## src/rtl/alu_mp_seq.sv

```systemverilog
// Multi-precision sequencer: runs one NBYTES*8-bit operation through an external 8-bit ALU, LSB first.
// Latency: start accepted at edge T, done pulses in the cycle after edge T+NBYTES (NBYTES+1 cycles after start).
// Backpressure: none; start is only honoured in IDLE, and starts seen while busy are dropped, not queued.
module alu_mp_seq #(
    parameter int NBYTES = 4
) (
    input  logic                  clk,
    input  logic                  rst_n,
    input  logic                  start,
    input  logic [2:0]            fn,
    input  logic [8*NBYTES-1:0]   a,
    input  logic [8*NBYTES-1:0]   b,
    input  logic                  cin,
    output logic                  busy,
    output logic                  done,
    output logic [8*NBYTES-1:0]   result,
    output logic                  co,
    output logic                  z,
    output logic [2:0]            alu_fn,
    output logic [7:0]            alu_a,
    output logic [7:0]            alu_b,
    output logic                  alu_cin,
    input  logic [7:0]            alu_out,
    input  logic                  alu_co,
    input  logic                  alu_z
);

    localparam int W  = 8 * NBYTES;
    localparam int IW = (NBYTES > 1) ? $clog2(NBYTES) : 1;
    localparam logic [IW-1:0] LAST_IDX = IW'(NBYTES - 1);

    typedef enum logic [1:0] {
        S_IDLE = 2'd0,
        S_RUN  = 2'd1,
        S_DONE = 2'd2
    } state_t;

    state_t          state;
    state_t          state_nxt;

    logic [2:0]      fn_q;
    logic [W-1:0]    a_q;
    logic [W-1:0]    b_q;
    logic            carry;
    logic [IW-1:0]   idx;
    logic            z_acc;
    logic            last_byte;

    assign last_byte = (idx == LAST_IDX);

    // Status outputs decode directly from the state register, so both drop to 0 on reset.
    assign busy = (state != S_IDLE);
    assign done = (state == S_DONE);

    // State register; reset abandons any in-flight operation.
    always_ff @(posedge clk) begin
        if (!rst_n) begin
            state <= S_IDLE;
        end else begin
            state <= state_nxt;
        end
    end

    // Next-state logic and ALU drive; the ALU bus is quiet (all zero) outside RUN.
    always_comb begin
        state_nxt = state;
        alu_fn    = 3'b000;
        alu_a     = 8'h00;
        alu_b     = 8'h00;
        alu_cin   = 1'b0;
        case (state)
            S_IDLE: begin
                if (start) begin
                    state_nxt = S_RUN;
                end
            end
            S_RUN: begin
                alu_fn  = fn_q;
                alu_a   = a_q[8*idx +: 8];
                alu_b   = b_q[8*idx +: 8];
                alu_cin = carry;
                if (last_byte) begin
                    state_nxt = S_DONE;
                end
            end
            S_DONE: begin
                state_nxt = S_IDLE;
            end
            default: begin
                state_nxt = S_IDLE;
            end
        endcase
    end

    // Operand latch, byte-slice accumulation and final flag capture.
    // co/z are loaded on the last RUN edge so they are already valid while done is high,
    // and they hold until the next accepted start clears them.
    always_ff @(posedge clk) begin
        if (!rst_n) begin
            fn_q   <= 3'b000;
            a_q    <= '0;
            b_q    <= '0;
            carry  <= 1'b0;
            idx    <= '0;
            z_acc  <= 1'b0;
            result <= '0;
            co     <= 1'b0;
            z      <= 1'b0;
        end else begin
            case (state)
                S_IDLE: begin
                    if (start) begin
                        fn_q   <= fn;
                        a_q    <= a;
                        b_q    <= b;
                        // Logic ops never consume a carry, so the chain starts clean.
                        carry  <= fn[2] ? 1'b0 : cin;
                        idx    <= '0;
                        z_acc  <= 1'b1;
                        result <= '0;
                        co     <= 1'b0;
                        z      <= 1'b0;
                    end
                end
                S_RUN: begin
                    result[8*idx +: 8] <= alu_out;
                    carry              <= alu_co;
                    z_acc              <= z_acc & alu_z;
                    if (last_byte) begin
                        co <= ~fn_q[2] & alu_co;
                        z  <= z_acc & alu_z;
                    end else begin
                        idx <= idx + IW'(1);
                    end
                end
                default: begin
                end
            endcase
        end
    end

endmodule

```

## config.mk

```make
export PLATFORM = sky130hd
export DESIGN_NAME = alu_mp_seq
export DESIGN_NICKNAME = d
export VERILOG_FILES = /design/src/rtl/alu_mp_seq.sv
export SDC_FILE = /design/constraint.sdc
export NUM_CORES = 1
export LEC_CHECK = 0
export BUFFER_PORTS_ARGS = -buffer_cell sky130_fd_sc_hd__buf_4
export CAP_MARGIN = 20
export CORE_MARGIN = 5
export CORE_UTILIZATION = 46
export CTS_CLUSTER_DIAMETER = 80
export DETAILED_ROUTE_END_ITERATION = 10
export PLACE_DENSITY_LB_ADDON = 0.12
export SLEW_MARGIN = 40
export SYNTH_ARGS = -nofsm -noshare
export SYNTH_HDL_FRONTEND = slang
export SYNTH_SLANG_ARGS = --single-unit
```

## constraint.sdc

```tcl
create_clock -name clk -period 2.4 [get_ports clk]
set_input_delay 0.48 -clock clk [delete_from_list [all_inputs] [get_ports clk]]
set_output_delay 0.48 -clock clk [all_outputs]
set_load 0.05 [all_outputs]
```

After elaboration in Yosys (flattened, before gate mapping)
Cells that the tools add are included.
{"block": "totals", "regBits": 107, "input_bits": 81, "out_inout_bits": 56, "wordCells": 56}
{"block": "op_classes", "n_addsub": 2, "eq_ne": 6, "shifts": 4, "mux": 23, "bitwise": 3, "n_reduce_logical": 8}
{"op": "32-bit case mux with 2 select lines", "count": 1}
{"op": "32-bit by 6-bit variable part select with 8-bit output", "count": 2}
{"op": "5-bit negator with 34-bit output", "count": 1}
{"op": "8-bit by 34-bit variable shift with 32-bit output (first input constant)", "count": 1}
{"op": "8-bit by 34-bit variable part select with 32-bit output", "count": 1}
{"op": "32-bit bitwise mux", "count": 1}
{"op": "32-bit two-way mux", "count": 1}
{"op": "8-bit two-way mux", "count": 2}
{"op": "2-bit two-way mux", "count": 4}
{"op": "1-bit case mux with 2 select lines", "count": 4}
{"op": "2-bit case mux with 2 select lines", "count": 2}
{"op": "1-bit two-way mux", "count": 7}
{"op": "2-bit inequality test (second input constant)", "count": 3}
{"op": "2-bit AND reduction", "count": 3}
{"op": "3-bit AND reduction", "count": 2}
{"op": "2-bit == test (second input constant)", "count": 2}
{"op": "2-bit nonzero test", "count": 2}
{"op": "3-bit two-way mux", "count": 1}
{"op": "2-bit by 1-bit adder with 2-bit output (second input constant)", "count": 1}
{"op": "1-bit bitwise AND", "count": 2}
{"op": "2-bit by 1-bit == test with 1-bit output (second input constant)", "count": 1}
{"op": "2-bit zero test", "count": 1}
{"op": "1-bit inverter", "count": 1}

Longest topological paths before layout
{"block": "depth", "ltp_word": 4, "ltp_mapped": 7, "depth_no_buf": 5}

Worst setup path after synthesis
No wires, ideal clock.
{"block": "synth_timing", "path_type": "register to register", "startpoint": "register idx[1]", "endpoint": "register result[24]", "setup_time_ns": 0.075, "arrival_time_ns": 2.184, "t_required_ns": 2.325, "setup_slack_ns": 0.141, "path_stages_with_launch": 8, "n_path_buf": 3, "period_less_slack_ns": 2.259, "cell_sequence": "dfxtp_1 -> buf_2 -> buf_1 -> inv_1 -> ha_1 -> or4_1 -> buf_2 -> o22ai_2"}
{"block": "synth_between", "elab_chain_cells": 4, "word_cells_on_any_way": 5, "classes_between": "add/sub: 1; shift: 2; mux: 2"}
{"element": "start: declaration", "line": "45", "text": "logic [IW-1:0] idx;"}
{"element": "start signal: assignment", "line": "133", "text": "idx <= idx + IW'(1);"}
{"element": "5-bit negator with 34-bit output (*)", "line": "126", "text": "result[8*idx +: 8] <= alu_out;"}
{"element": "8-bit by 34-bit variable part select with 32-bit output / 8-bit by 34-bit variable shift with 32-bit output (equally long branches)", "line": "126"}
{"element": "32-bit bitwise mux (*)", "line": "126"}
{"element": "32-bit case mux with 2 select lines (*)", "line": "110", "text": "case (state)"}
{"element": "end signal: indexed assignment", "line": "126"}
{"element": "end: declaration", "line": "16", "text": "output logic [8*NBYTES-1:0] result,"}
Every way passes the cells marked *; elsewhere a longest branch is shown, timed or not.
A chain may end at the register's enable or synchronous reset.

Final worst setup path
{"block": "layout_timing", "startpoint": "register idx[0]", "endpoint": "output port alu_b[7]"}
{"block": "layout_between", "elab_chain_cells": 2}
{"element": "32-bit by 6-bit variable part select with 8-bit output", "line": "80", "text": "alu_b = b_q[8*idx +: 8];"}
{"element": "8-bit two-way mux", "line": "71", "text": "case (state)"}
{"element": "end: declaration", "line": "21", "text": "output logic [7:0] alu_b,"}
No other way between the ends.

==> run_results.csv <==
group,metric,value,unit
global_route,grt_pass1_vias,3794,
logic_synthesis,synth_edf_count,0,
hold_path,hold_end,"fn_q[1]",
floorplan,core_area,0.00977,mm^2
routing,wl,12100,um
worst_setup_path,r2r_slack,0.38,ns
routing,drt_iter0_drc,200,
routing,wl_per_cell,15.7,um
floorplan,fp.dieW,110,um
worst_setup_path,reg2reg_from,"idx[1]",
pwr,irDropWorstVdd,0.256,mV
sta,skew,0.00825,ns
cts,insertion_delay,0.36,ns
status,run_status,"complete, no violations",
routing,viasPerCell,5.12,
worst_setup_path,crit_required,1.92,ns
sta,drv_slew,0,
global_route,grt_max_degree,68,
logic_synthesis,yosysWarnings,0,
worst_setup_path,ff2ff_path_depth,4,
floorplan,start_util,47.0,%
worst_setup_path,start_kind,"flop",
cells_and_area,drive_above_1_share,31.0,%
routing,dr.pass1.iters,4,
cells_and_area,final_nets,719,
logic_synthesis,ys_types,34,
global_route,grt_first_pass_wirelength,19000,um
pwr,swShare,28.2,%
logic_synthesis,synth_most_common_cell,"nand2_1",
logic_synthesis,synth_top_area_share,46.6,%
logic_synthesis,avgSynthCellArea,9.01,um^2
pwr,power_density,589,mW/mm^2
routing,ant_nets,0,
place,gp_congestion,0.807,
sta,fin_ws,0.0684,ns
logic_synthesis,yosysSeqAreaShare,46.6,%
place,dp_slack,0.316,ns
pwr,clockPowerShare,28.3,%
cells_and_area,syn2layout_area_growth,28.7,%
pwr,combPwrFrac,17.2,%
logic_synthesis,synth_largest_area_cell,"dfxtp_1",
pwr,p_leak,2.43,nW
cells_and_area,diodes,0,
sta,tightest_slew,0.550,ns
sta,final-hold-violation-count,0,
sta,fmax,0.429,GHz
hold_path,min_from,"fn[1]",
logic_synthesis,async_reset_ff_share,0,%
floorplan,die_h,110,um
place,portBuffers,136,
sta,fin_crit_sh,97.1,%
sta,setup_viol,0,
cts,h-tree-depth,3,
cts,numCtsBuffers,9,
routing,drc,0,
job,max_cap_violations,0,
place,hpwlAfterDp,8670,um
logic_synthesis,synth_area_leaders,"dfxtp_1 (47%), nand2_1 (15%), a21boi_1 (11%), mux4_2 (7.8%), o22ai_1 (3.4%)",
cts,clkSinkCount,107,
worst_setup_path,arrival,1.85,ns
cts,cts_root_buf,"clkbuf_8",
logic_synthesis,synthCells,510,
logic_synthesis,ys_top_cells_by_count,"nand2_1 (187), dfxtp_1 (107), a21boi_1 (68)",
floorplan,io_pins,137,
global_route,grt_usage,20.1,%
pwr,p_switching,0.984,mW
cts,cts_tree,"done",
logic_synthesis,ys_seq_elements,107,
worst_setup_path,reg2reg_to,"result[29]",
global_route,gr-total-overflow,0,
cts,clock_path_buffers,2,
logic_synthesis,syn_nets,597,
cts,postCtsSetupBuffers,0,
floorplan,rows,36,
hold_path,hold_class,"in2reg",
sta,slew-limit-headroom,63.3,%
cts,cts.clk_slew.worst_paths,0.10,ns
global_route,grt_antenna_before_repair,0,
floorplan,die_area,0.0121,mm^2
worst_setup_path,endpoint_kind,"output port",
sta,period_needed,2.33,ns
sta,rsz0062_at_grt,"true",
logic_synthesis,syn_area,0.00460,mm^2
worst_setup_path,cp_max_fo,9,
hold_path,whs_path_depth,3,
routing,vias,3934,
cells_and_area,final_util,60.5,%
logic_synthesis,ys.flop_type,"dfxtp_1",
worst_setup_path,critPathKind,"reg2out",
pwr,p_int,2.50,mW
pwr,seqPwrFrac,54.5,%
## power groups by stage
stage               logic (mW)  registers [mW]  clock network (mW)
floorplan                0.354            1.96                   0
global placement         0.590            1.94                   0
detailed placement       0.601            1.94                   0
CTS                      0.604            1.90                1.02
global route             0.652            1.91                1.09
finish                   0.598            1.90               0.988
## worst max-delay path, stage by stage (launching register included)
cell	delay, ns
dfxtp_2	0.42
buf_6	0.21
mux4_2	0.52
and2_1	0.17
buf_4	0.18
## cells in the final DEF (no fill, tap or decap)
cell,Yosys,layout
nand2b_1,1,1
buf_6,1,2
clkinv_4,0,1
ha_1,6,6
and4bb_1,1,1
o21ai_0,1,1
nand2b_4,1,1
or3b_2,0,1
and2_1,20,20
clkbuf_1,20,1
nand4b_1,1,1
or2_2,1,1
nand3_2,2,2
nor3b_4,0,1
or4_1,1,1
a22o_1,2,2
nor2b_1,2,2
inv_6,0,1
o22ai_1,25,25
a21boi_1,68,68
o21ai_1,2,2
a21oi_2,4,4
dfxtp_1,107,106
dfxtp_2,0,1
o32ai_1,2,2
nor2_1,2,2
and2b_1,1,1
nand2_1,187,187
clkbuf_8,0,9
a21oi_1,1,1
o22ai_2,8,8
clkinvlp_4,0,3
buf_4,0,144
inv_1,5,5
nand3_1,2,2
mux4_2,16,16
nand4_1,1,1
mux2i_1,1,1
buf_12,0,2
## flip-flops by register name (all words and copies together) (netlist names)
name	flops
result	32
z	1
state	2
a_q	32
carry	1
z_acc	1
idx	2
b_q	32
fn_q	3
co	1
## metrics by stage
stage	instances	hold slack, ns	cell area [um^2]	power (mW)	setup TNS, ns
2_1_floorplan	510	0.430	4600	2.31	0
3_3_place_gp	754	0.436	5740	2.53	0
3_5_place_dp	754	0.444	5740	2.54	0
4_1_cts	769	0.341	5920	3.52	0
5_1_grt	769	0.342	5920	3.65	-0.0136
6_report	769	0.355	5920	3.49	0
## cell families (layout without fill, tap and decap cells)
logic type,Yosys count,after routing,synth area share (%)
AND/OR/NAND/NOR,225,225,21.0
multiplexers,17,17,8.06
adder cells (fa/ha/maj),6,6,1.63
flip-flops,107,107,46.6
buffers and inverters,42,168,4.00
AO/OA/AOI/OAI,113,113,18.6
## cell type report
cell class	instances	area, um^2
inverters	5	18.8
well taps	133	166
multi-input cells	361	2280
fillers	894	3860
repair buffers	148	1140
flip-flops and latches	107	2140
clock inverters	5	40.0
clock buffers	10	128
## how the worst max path moves through the flow
stage / from / to / slack, ns / depth (start not counted)
finish: idx[0] / alu_b[7] / 0.07 / 4
floorplan: idx[1] / result[24] / 0.14 / 7
CTS: idx[0] / alu_b[7] / 0.05 / 4
global route: idx[0] / alu_b[4] / -0.009 / 4
detailed placement: idx[0] / alu_b[7] / 0.32 / 4
global placement: idx[0] / alu_b[5] / 0.34 / 4
## routing by layer
metal	global-route usage, %	wire (um)
met1	26.2	5260
met2	33.0	5810
met3	5.23	842
met4	5.34	156
met5	0	0
## timing repair
| action | 4_1_cts | 5_1_grt |
|---|---|---|
| gates cloned | 0 | 0 |
| endpoints found under the setup margin | 14 | 3 |
| hold buffers | 0 | 0 |
| resized for setup | 3 | 0 |
Note: power is estimated with default switching activity, not from simulation.
